### config.mk
export PLATFORM = sky130hd
export DESIGN_NAME = uart_rx
export DESIGN_NICKNAME = d
export VERILOG_FILES = /design/src/rtl/uart_pkg.sv /design/src/rtl/uart_baud_tick.sv /design/src/rtl/uart_rx.sv
export SDC_FILE = /design/constraint.sdc
export NUM_CORES = 1
export LEC_CHECK = 0
export BUFFER_PORTS_ARGS = -buffer_cell sky130_fd_sc_hd__buf_2
export CAP_MARGIN = 20
export CORE_MARGIN = 10
export CORE_UTILIZATION = 58
export DETAILED_ROUTE_END_ITERATION = 8
export PLACE_DENSITY = 0.75
export SLEW_MARGIN = 20
export SYNTH_ARGS = -nofsm -noshare
export SYNTH_HDL_FRONTEND = slang
export SYNTH_SLANG_ARGS = --single-unit
### constraint.sdc
create_clock -name clk -period 2.2 [get_ports clk]
set_input_delay 0.22 -clock clk [delete_from_list [all_inputs] [get_ports clk]]
set_output_delay 0.22 -clock clk [all_outputs]
set_load 0.05 [all_outputs]
### src/rtl/uart_pkg.sv
// Shared UART definitions: FSM state encoding, frame width and baud divider helper.
package uart_pkg;

    localparam int DATA_BITS = 8;

    typedef enum logic [2:0] {
        ST_IDLE,
        ST_START,
        ST_DATA,
        ST_STOP,
        ST_WAIT_HIGH
    } uart_state_e;

    // Clocks per oversample tick, truncated.
    function automatic int calc_div(input int clk_freq, input int baud_rate, input int oversample);
        return clk_freq / (baud_rate * oversample);
    endfunction

endpackage

### src/rtl/uart_baud_tick.sv
// Oversample tick generator: one-clk pulse every DIV clocks, phase reset by clr.
module uart_baud_tick #(
    parameter int DIV = 2
) (
    input  logic clk,
    input  logic rst,
    input  logic clr,
    output logic tick
);

    localparam int CW = (DIV > 1) ? $clog2(DIV) : 1;
    localparam logic [CW-1:0] LAST = CW'(DIV - 1);

    logic [CW-1:0] cnt;

    always_ff @(posedge clk) begin
        if (rst || clr)
            cnt <= '0;
        else if (cnt == LAST)
            cnt <= '0;
        else
            cnt <= cnt + 1'b1;
    end

    // Suppressed while cleared so the first tick lands DIV clocks after the start edge.
    assign tick = !clr && (cnt == LAST);

endmodule

### src/rtl/uart_rx.sv
// 8N1 UART receiver: oversampled start validation, 3-sample mid-bit majority vote,
// single-entry valid/ready holding register with frame-error and overrun pulses.
module uart_rx
    import uart_pkg::*;
#(
    parameter int CLK_FREQ   = 50_000_000,
    parameter int BAUD_RATE  = 115_200,
    parameter int OVERSAMPLE = 16
) (
    input  logic       clk,
    input  logic       rst,
    input  logic       rx,
    output logic [7:0] rx_data,
    output logic       rx_valid,
    input  logic       rx_ready,
    output logic       frame_err,
    output logic       overrun,
    output logic       busy
);

    localparam int DIV = calc_div(CLK_FREQ, BAUD_RATE, OVERSAMPLE);
    localparam int SCW = $clog2(OVERSAMPLE);
    localparam int M   = OVERSAMPLE / 2;
    localparam logic [SCW-1:0] SC_S0   = SCW'(M - 1);
    localparam logic [SCW-1:0] SC_S1   = SCW'(M);
    localparam logic [SCW-1:0] SC_VOTE = SCW'(M + 1);
    localparam logic [SCW-1:0] SC_LAST = SCW'(OVERSAMPLE - 1);
    localparam logic [2:0]     IDX_LAST = 3'(DATA_BITS - 1);

    generate
        if (DIV < 1) begin : g_bad_div
            $error("uart_rx: CLK_FREQ too low for BAUD_RATE*OVERSAMPLE (DIV < 1)");
        end
        if (OVERSAMPLE < 8 || (OVERSAMPLE % 2) != 0) begin : g_bad_os
            $error("uart_rx: OVERSAMPLE must be even and >= 8");
        end
    endgenerate

    uart_state_e          state, state_n;
    logic                 rx_m, rx_s;
    logic                 tick;
    logic [SCW-1:0]       sc;
    logic [2:0]           idx;
    logic [DATA_BITS-1:0] shreg;
    logic                 s0, s1, vote;
    logic                 vote_tick, last_tick;
    logic                 deliver_set, ferr_set, deliver_q;

    always_ff @(posedge clk) begin
        if (rst) begin
            rx_m <= 1'b1;
            rx_s <= 1'b1;
        end else begin
            rx_m <= rx;
            rx_s <= rx_m;
        end
    end

    uart_baud_tick #(.DIV(DIV)) u_tick (
        .clk  (clk),
        .rst  (rst),
        .clr  (state == ST_IDLE),
        .tick (tick)
    );

    // Third sample is the live synchronized line on the vote tick.
    assign vote      = (s0 & s1) | (s0 & rx_s) | (s1 & rx_s);
    assign vote_tick = tick && (sc == SC_VOTE);
    assign last_tick = tick && (sc == SC_LAST);
    assign busy      = (state != ST_IDLE);

    always_ff @(posedge clk) begin
        if (rst) state <= ST_IDLE;
        else     state <= state_n;
    end

    always_comb begin
        state_n     = state;
        deliver_set = 1'b0;
        ferr_set    = 1'b0;
        case (state)
            ST_IDLE:      if (!rx_s) state_n = ST_START;
            ST_START: begin
                if (vote_tick && vote) state_n = ST_IDLE;
                else if (last_tick)    state_n = ST_DATA;
            end
            ST_DATA:      if (last_tick && idx == IDX_LAST) state_n = ST_STOP;
            ST_STOP: begin
                if (vote_tick) begin
                    if (vote) begin
                        state_n     = ST_IDLE;
                        deliver_set = 1'b1;
                    end else begin
                        state_n  = ST_WAIT_HIGH;
                        ferr_set = 1'b1;
                    end
                end
            end
            ST_WAIT_HIGH: if (rx_s) state_n = ST_IDLE;
            default:      state_n = ST_IDLE;
        endcase
    end

    always_ff @(posedge clk) begin
        if (rst) begin
            sc        <= '0;
            idx       <= '0;
            shreg     <= '0;
            s0        <= 1'b0;
            s1        <= 1'b0;
            deliver_q <= 1'b0;
            frame_err <= 1'b0;
        end else begin
            deliver_q <= deliver_set;
            frame_err <= ferr_set;
            if (state == ST_IDLE) begin
                sc  <= '0;
                idx <= '0;
            end else if (tick) begin
                sc <= (sc == SC_LAST) ? '0 : sc + 1'b1;
                if (sc == SC_S0) s0 <= rx_s;
                if (sc == SC_S1) s1 <= rx_s;
                if (state == ST_DATA && sc == SC_VOTE) shreg[idx] <= vote;
                if (state == ST_DATA && sc == SC_LAST) idx <= idx + 1'b1;
            end
        end
    end

    // Holding register: a new byte may replace one being accepted in the same cycle.
    always_ff @(posedge clk) begin
        if (rst) begin
            rx_data  <= '0;
            rx_valid <= 1'b0;
            overrun  <= 1'b0;
        end else begin
            overrun <= 1'b0;
            if (deliver_q) begin
                if (!rx_valid || rx_ready) begin
                    rx_data  <= shreg;
                    rx_valid <= 1'b1;
                end else begin
                    overrun <= 1'b1;
                end
            end else if (rx_valid && rx_ready) begin
                rx_valid <= 1'b0;
            end
        end
    end

endmodule

== Word level (Yosys, flattened, before mapping) ==
Cells that the tools add are included.

* Memories kept: 0
* Memory bits (writable): 0
* Bits in read-only memories: 0
* Register bits: 39
* Latch bits: 0

* Reduce and logical (&&, ||, !) cells: 27
* Bitwise gates (word level): 9
* Divide/modulo/power cells: 0
* $lt $le $gt $ge: 2
* Shifts and indexed selects: 0
* Equality and inequality tests: 16
* Muxes and demuxes: 18
* Add/subtract/negate cells: 3
* $mul: 0

{| class="wikitable"
|+ Operators with widths
! cell !! number
|-
| $mux 3 || 7
|-
| $pmux 3 s5 || 1
|-
| $eq 4x4->1 const B || 3
|-
| $logic_and 1x1->1 || 9
|-
| $reduce_and 3->1 || 3
|-
| $bwmux 8 || 1
|-
| $ne 2x2->1 const B || 4
|-
| $mux 1 || 7
|-
| $eq 3x2->1 const B || 2
|-
| $eq 3x3->1 const B || 2
|-
| $reduce_and 2->1 || 3
|-
| $reduce_or 2->1 || 3
|-
| $add 5x1->5 const B || 1
|-
| $eq 5x5->1 const B || 1
|-
| $reduce_and 5->1 || 1
|-
| $add 4x1->4 const B || 1
|-
| $eq 4x3->1 const B || 1
|-
| $lt 3x4->1 const B || 1
|-
| $mux 4 || 1
|-
| $not 1->1 || 4
|-
| $add 3x1->3 const B || 1
|-
| $and 1x1->1 || 3
|-
| $demux 1 s3 || 1
|-
| $eq 3x1->1 const B || 1
|-
| 10 further kinds || 13
|}

== Logic depth before layout (Yosys ltp) ==
Gate-level depths: netlist (run 1).

* Depth in word-level cells: 7
* Depth in mapped cells: 7
* Depth with buffers taken out: 6

== By module ==
From an unflattened synthesis (run 1), not the netlist that was laid out.

* Cell total of the unflattened synthesis: 189
* Area total of the unflattened synthesis: 1,786.7 um^2

{| class="wikitable"
|+ Modules (own cells, without submodules)
! module !! area an instance (um^2) !! seq. area each (um^2) !! cells each !! instances
|-
| uart_rx || 1,580.3 || 680.7 || 167 || 1
|-
| uart_baud_tick || 206.4 || 100.1 || 22 || 1
|}

== Least setup slack after synthesis (run 1) ==
OpenSTA, ideal clock, no wires.

* Path kind: register -> register
* Start: register rx_valid
* End: register rx_data[1]
* Path slack: 0.448 ns
* Cell stages (with the launch flop): 5
* Arrival: 1.625 ns
* Setup time: 0.128 ns
* Path through: dfxtp_1 inv_1 o21ai_1 mux2i_1 nor2_1

* Longest elaborated chain between the ends: 3

{| class="wikitable"
|+ Ends and longest elaborated chain
! item !! RTL line !! text
|-
| start, declared || uart_rx.sv:14 || <nowiki>output logic rx_valid,</nowiki>
|-
| start signal, assigned || uart_rx.sv:133 || <nowiki>rx_valid <= 1'b0;</nowiki>
|-
| start signal, assigned || uart_rx.sv:140 || <nowiki>rx_valid <= 1'b1;</nowiki>
|-
| start signal, assigned || uart_rx.sv:145 || <nowiki>rx_valid <= 1'b0;</nowiki>
|-
| $logic_not 1->1 || uart_rx.sv:138 || <nowiki>if (!rx_valid || rx_ready) begin</nowiki>
|-
| $logic_or 1x1->1 || uart_rx.sv:138 ||
|-
| $reduce_and 2->1 (no line) || n/a ||
|-
| end signal, assigned || uart_rx.sv:139 || <nowiki>rx_data <= shreg;</nowiki>
|-
| end, declared || uart_rx.sv:13 || <nowiki>output logic [7:0] rx_data,</nowiki>
|}

Every way passes these cells.
A chain may end at the register's enable or synchronous reset.

== Worst setup path after layout (run 1) ==
* Start: register state[1]
* End: output busy

* Longest elaborated chain between the ends: 1

{| class="wikitable"
|+ Ends and longest elaborated chain
! item !! RTL line !! text
|-
| start, declared || uart_rx.sv:39 || <nowiki>uart_state_e state, state_n;</nowiki>
|-
| start signal, assigned || uart_rx.sv:74 || <nowiki>else state <= state_n;</nowiki>
|-
| $reduce_bool 3->1 || uart_rx.sv:70 || <nowiki>assign busy = (state != ST_IDLE);</nowiki>
|-
| end, declared || uart_rx.sv:18 || <nowiki>output logic busy</nowiki>
|}

Every way passes these cells.

==> reports/results.txt, run 1 <==
Status = finished clean
Die height = 75.6 um
Hold_ws = 44.7 ps
Worst R2R Path Depth = 7
Clock tree buffer depth = 2
Post-synthesis xor/xnor area fraction = 0.0196
Final nets = 219
First-pass GRT wire length = 6010 um
Hold WC Path Type = input port to register
Fin. max-slew vios = 0
Crit Path Max Fanout = 13
Met3 WL post-DR = 189 um
CP arrival = 1650 ps
Min Tclk post-route = 1870 ps
Ant. Diodes = 0
Root buffer cell = clkbuf_4
Die X = 75.6 um
Fin. Hold Viols = 0
Post-CTS setup repair buffer count = 0
Post-Syn Nets = 205
Drt first pass iters = 4
Top post-synthesis cells by area = dfxtp_1, mux2i_1, nor2_1
CP Data Required Time = 1980 ps
Placed inst area = 1870 um^2
Async S/R FF share, synth = 0
Fin Setup TNS = 0 ps
Buf/Inv on CP = 2
Io pins = 16
CP max stage cell = dfxtp_1
Crit end category = output port
Post-DP HPWL = 2540 um
Power Density = 576 nW/um^2
GRT Resource Usage Total = 0.136
Synth warn = 0
Slew Limit Headroom = 0.685
Peak VDD IR = 300 uV
Vias in the first global route = 1410
Die area = 5710 um^2
Synthesized flop and latch total = 39
Synth Instances = 194
TritonCTS buffer count = 5
Seq/Total Area, Yosys = 0.436
H-tree levels = 2
Library cells used by synthesis = 43
Top Metal Used = met4
Gp weighted congestion = 0.843
Fin area = 1920 um^2
Routed WL = 3430 um
Area fraction in compound gates after synthesis = 0.0573
Met1 wire length = 1510 um
FP Rows = 20
Leak pwr = 0.831 nW
FMAX = 534 MHz
Initial antenna violation count = 0
WL per Instance = 14.2 um
Hold_buf cts = 0
Critical path class = register to output port
Critical-path cell list = nor3_1 > inv_1 > buf_2
CP peak stage delay = 460 ps
PortBufs = 15
CP top delay family = flip-flops
Final clock skew = 11.8 ps
Area leader, netlist = dfxtp_1
Met2 wire len = 1650 um
Global route overflow = 0
RSZ-0062 raised after global routing = false
Cell area after synthesis = 1790 um^2
Final Util = 0.640
CTS Sinks = 39
Post-synth EDFFs = 0
Vias per inst = 5.72
Share of cells above drive strength 1 = 0.134
Area Growth Syn to Fin = 7.41%
Setup slack after layout = 326 ps
First-iteration detailed-routing DRC count = 70
CTS resizes = 0
Clock transition at path regs = 120 ps
Top_reg_cell synth = dfxtp_1
Post-Synth Adder-Cell Area = 0.0545
Main combinational cell family by area after synthesis = simple AND/OR/NAND/NOR gates
Routed vias = 1384
Area share of the largest cell type after synthesis = 0.436
Starting Density = 0.596
Worst hold path depth = 2
Final setup vio count = 0
DRC errors left = 0
Core Box Area = 3000 um^2
Worst path depth = 3
Mux contribution to synthesized area = 0.112
Max-cap viol count = 0
Area share of and/or/nand/nor cells after synthesis = 0.277
Worst-Margin Slew = 473 ps
Final Cycle Share = 0.852
Crit path launch type = register
Placement Setup Slack = 382 ps
Antenna viol nets, final = 0
Average size of a mapped cell = 9.23 um^2
Clk Latency, worst-skew pair = 360 ps
CTS tree = built
Largest net degree at the start of global routing = 32
synthesized netlist by cell type (3+ instances only):
master / number
clkbuf_1: 7
nand3b_1: 4
xor2_1: 3
nand4_1: 3
nor2_1: 26
inv_1: 7
ha_1: 7
nand2_1: 12
mux2i_1: 20
nor3_1: 8
dfxtp_1: 39
nand2b_1: 10
nand3_1: 7
a21oi_1: 5
stage by stage:
stage	power (mW)	cells
floorplan	0.758	194
global placement	0.764	234
detailed placement	0.765	234
CTS	1.12	242
global route	1.15	242
finish	1.11	242
report_power, final:
part / switching, mW / internal, mW
registers: 0.00412 / 0.709
logic: 0.0235 / 0.0123
clock network: 0.235 / 0.123
total: 0.263 / 0.845
flip-flops by register name, indices dropped and copies added (netlist names), 3 cells and up:
name,flops
idx,3
rx_data,8
sc,4
shreg,8
state,3
u_tick.cnt,5
worst paths after layout:
kind,end,from,slack [ps]
worst max-delay path,busy,state[1],330
worst max register to register,idx[2],u_tick.cnt[0],380
worst min-delay path,overrun,rx_ready,40
worst min register to register,rx_s,rx_m,430
routing by layer:
layer / vias to the layer above / GRT usage
met5: - / 0
met4: 0 / 0.0887
met3: 8 / 0.0404
met2: 27 / 0.228
met1: 653 / 0.145
li1: 696 / -
cell type report:
cell class	instances	area, um^2
inverters	7	26.3
flip-flops and latches	39	781
multi-input cells	138	931
repair buffers	17	90.1
fillers	260	1080
clock buffers	6	41.3
clock inverters	2	12.5
well taps	33	41.3
cells in the final DEF (no fill, tap or decap), types with 2 or more instances in the layout:
| cell | netlist | layout |
|---|---|---|
| a21oi_1 | 5 | 5 |
| a31oi_1 | 2 | 2 |
| buf_2 | 0 | 15 |
| buf_4 | 0 | 2 |
| clkbuf_4 | 0 | 5 |
| dfxtp_1 | 39 | 39 |
| ha_1 | 7 | 7 |
| inv_1 | 7 | 7 |
| mux2i_1 | 20 | 20 |
| nand2_1 | 12 | 12 |
| nand2b_1 | 10 | 10 |
| nand3_1 | 7 | 7 |
| nand3b_1 | 4 | 4 |
| nand4_1 | 3 | 3 |
| nor2_1 | 26 | 26 |
| nor2b_1 | 2 | 2 |
| nor3_1 | 8 | 8 |
| nor4b_1 | 2 | 2 |
| o21ai_0 | 2 | 2 |
| or2_2 | 2 | 2 |
| or3_1 | 2 | 2 |
| xor2_1 | 3 | 3 |
cells by family after synthesis:
family | after synthesis
xor gates and xnor gates | 4
muxes | 20
buffers and inverters | 17
DFF | 39
AOI/OAI and AO/OA | 16
and+or+nand+nor | 90
adders and majority gates | 8
Note: power is estimated with default switching activity, not from simulation.
==> run 2: changes to the inputs <==
--- a/config.mk
+++ b/config.mk
@@ -14,4 +14,5 @@
 export SLEW_MARGIN = 20
 export SYNTH_ARGS = -nofsm -noshare
 export SYNTH_HDL_FRONTEND = slang
+export SYNTH_HIERARCHICAL = 1
 export SYNTH_SLANG_ARGS = --single-unit
==> run 2 against run 1 <==
Against the previous run:
- global-route usage fell by 0.59 points
- first-iteration DRC count rose by 23%
- die area fell by 0.16%
- register-to-register slack got worse by 250 ps
- clock power rose by 40%
- routed wire length fell by 1.7%
- synthesized area fell by 0.21%
- total power rose by 41%
- critical path depth rose by 5
- worst hold slack got worse by 4.4 ps
- largest cell class unchanged
==> reports/results.txt, run 2 <==
Commonest non-fill, non-tap cell in the layout = dfxtp_1
RSZ-0062 raised after global routing = false
Power Density = 788 nW/um^2
TritonCTS buffer count = 5
Final Cycle Share = 0.941
Io pins = 16
Crit path launch type = register
First-iteration detailed-routing DRC count = 86
CTS Sinks = 39
Critical path class = register to register
Placement Setup Slack = 126 ps
Clock share of power = 0.320
First-pass GRT wire length = 5690 um
Initial antenna violation count = 0
Peak VDD IR = 456 uV
Sequential Power Share = 0.480
Critical-path cell list = inv_1 > ha_1 > nand4b_1 > nor2_1 > nand4b_1 > or2b_2 > a32oi_2 > mux2_1
Area share of the largest cell type after synthesis = 0.437
Buf/Inv on CP = 1
CTS tree = built
Worst reg-to-reg setup slack = 130 ps
Max-cap viol count = 0
Internal power = 1.12 mW
Switching Share = 0.286
Antenna viol nets, final = 0
Post-CTS setup repair buffer count = 0
Fin area = 1990 um^2
Highest-count cells in the layout ignoring fill and taps = dfxtp_1, nor2_1, mux2i_1
Crit Path Max Fanout = 4
Synth Instances = 189
Largest net degree at the start of global routing = 31
Drt first pass iters = 4
Final nets = 217
Synth warn = 6
Seq/Total Area, Yosys = 0.437
Setup slack after layout = 129 ps
Crit-path most repeated cell = nand4b_1
Worst-Margin Slew = 551 ps
Average size of a mapped cell = 9.45 um^2
Post-synth EDFFs = 0
Routed vias = 1335
Placed inst area = 1900 um^2
Die X = 75.5 um
Die height = 75.5 um
CP max stage cell = dfxtp_1
Crit end category = register
Top post-synthesis cells by area = dfxtp_1, mux2i_1, nor2_1
Area leader, netlist = dfxtp_1
Part of the power in combinational logic = 0.200
Worst hold path depth = 2
Post-Syn Nets = 200
Library cells used by synthesis = 41
Slew Limit Headroom = 0.633
Worst hold path startpoint = rx
Psw = 0.448 mW
Starting Density = 0.595
FP Rows = 20
Gp weighted congestion = 0.755
Worst R2R Path Depth = 8
Async S/R FF share, synth = 0
Leak pwr = 0.877 nW
Fin. Hold Viols = 0
Commonest cells post-synth = dfxtp_1, nor2_1, mux2i_1
Most frequent cell after synthesis = dfxtp_1
Post-DP HPWL = 2520 um
Global route overflow = 0
Final clock skew = 3.72 ps
Finished Layout Cells = 240
FF-to-FF End = state[0]
Root buffer cell = clkbuf_4
Top Registers = rx_data (8), shreg (8), u_tick/cnt (5)
CP arrival = 2320 ps
Area Growth Syn to Fin = 11.2%
Layout fillers = 247
Routed WL = 3370 um
FMAX = 483 MHz
Final Util = 0.662
WL per Instance = 14.0 um
CP top delay family = simple AND/OR/NAND/NOR gates
H-tree levels = 2
Fin Setup TNS = 0 ps
R2r startpoint = u_tick/cnt[0]
Placed insts = 232
Clk Latency, worst-skew pair = 350 ps
Status = finished clean
Vias in the first global route = 1313
Synthesized flop and latch total = 39
DRC errors left = 0
Share of cells above drive strength 1 = 0.208
Clock tree buffer depth = 2
Top_reg_cell synth = dfxtp_1
Die area = 5700 um^2
CP Data Required Time = 2450 ps
Final setup vio count = 0
Fin. max-slew vios = 0
CP peak stage delay = 380 ps
Clock transition at path regs = 110 ps
Ant. Diodes = 0
Cell area after synthesis = 1790 um^2
Min-Delay Endpoint = rx_m
Hold WC Path Type = input port to register
GRT Resource Usage Total = 0.130
Vias per inst = 5.56
Min Tclk post-route = 2070 ps
PortBufs = 15
Core Box Area = 3000 um^2
run 2: per-layer routing:
metal,global-route usage,vias up,share of wire,wire [um]
met3,0.0443,5,0.036,122
met5,0,-,0,0
met2,0.218,15,0.49,1650
met4,0.0495,0,0.017,57
met1,0.148,631,0.46,1540
li1,-,684,-,-
run 2: final cells by class:
type                            instances  area [um^2]  share of cell area
Timing Repair Buffer                   21          120              0.0605
Sequential cell                        39          781               0.393
Clock buffer                            6         51.3              0.0258
Multi-Input combinational cell        131          928               0.467
Inverter                                8         30.0              0.0151
Clock inverter                          2         35.0              0.0176
Tap cell                               33         41.3              0.0208
run 2: worst max path at each step:
stage,startpoint,endpoint,slack [ps],cells after the start
2_1_floorplan,state[2],state[0],30,9
3_3_place_gp,u_tick/cnt[0],state[0],210,8
3_5_place_dp,u_tick/cnt[0],state[0],130,9
4_1_cts,state[1],state[0],110,6
5_1_grt,state[1],state[0],3,6
6_report,u_tick/cnt[0],state[0],130,8
run 2: repair_timing:
item / CTS / global route
endpoints found under the hold margin: 0 / 0
hold buffers: 0 / 0
endpoints found under the setup margin: 0 / 1
gates resized for setup: 0 / 1
run 2: cells by family after synthesis:
group | count (synthesis) | synth area share
xor gates and xnor gates | 8 | 0.0392
buffers and inverters | 19 | 0.0518
DFF | 39 | 0.437
muxes | 20 | 0.113
AOI/OAI and AO/OA | 16 | 0.0665
adders and majority gates | 8 | 0.0553
and+or+nand+nor | 79 | 0.237
run 2: through the flow:
stage | power (mW) | hold WS [ps]
2_1_floorplan | 1.01 | 299
3_3_place_gp | 1.06 | 403
3_5_place_dp | 1.08 | 400
4_1_cts | 1.57 | 38.1
5_1_grt | 1.63 | 34.7
6_report | 1.57 | 40.3
run 2: worst register-to-register path, cell delays in order (launching register included):
cell,delay [ps]
dfxtp_1,380
inv_1,60
ha_1,180
nand4b_1,140
nor2_1,90
nand4b_1,190
or2b_2,330
a32oi_2,260
mux2_1,340
run 2: power by group through the flow:
stage	Combinational, mW	Clock, mW	Sequential (mW)
6_report	0.313	0.501	0.753
3_5_place_dp	0.310	0	0.769
5_1_grt	0.342	0.536	0.756
2_1_floorplan	0.253	0	0.760
4_1_cts	0.309	0.506	0.753
3_3_place_gp	0.297	0	0.767
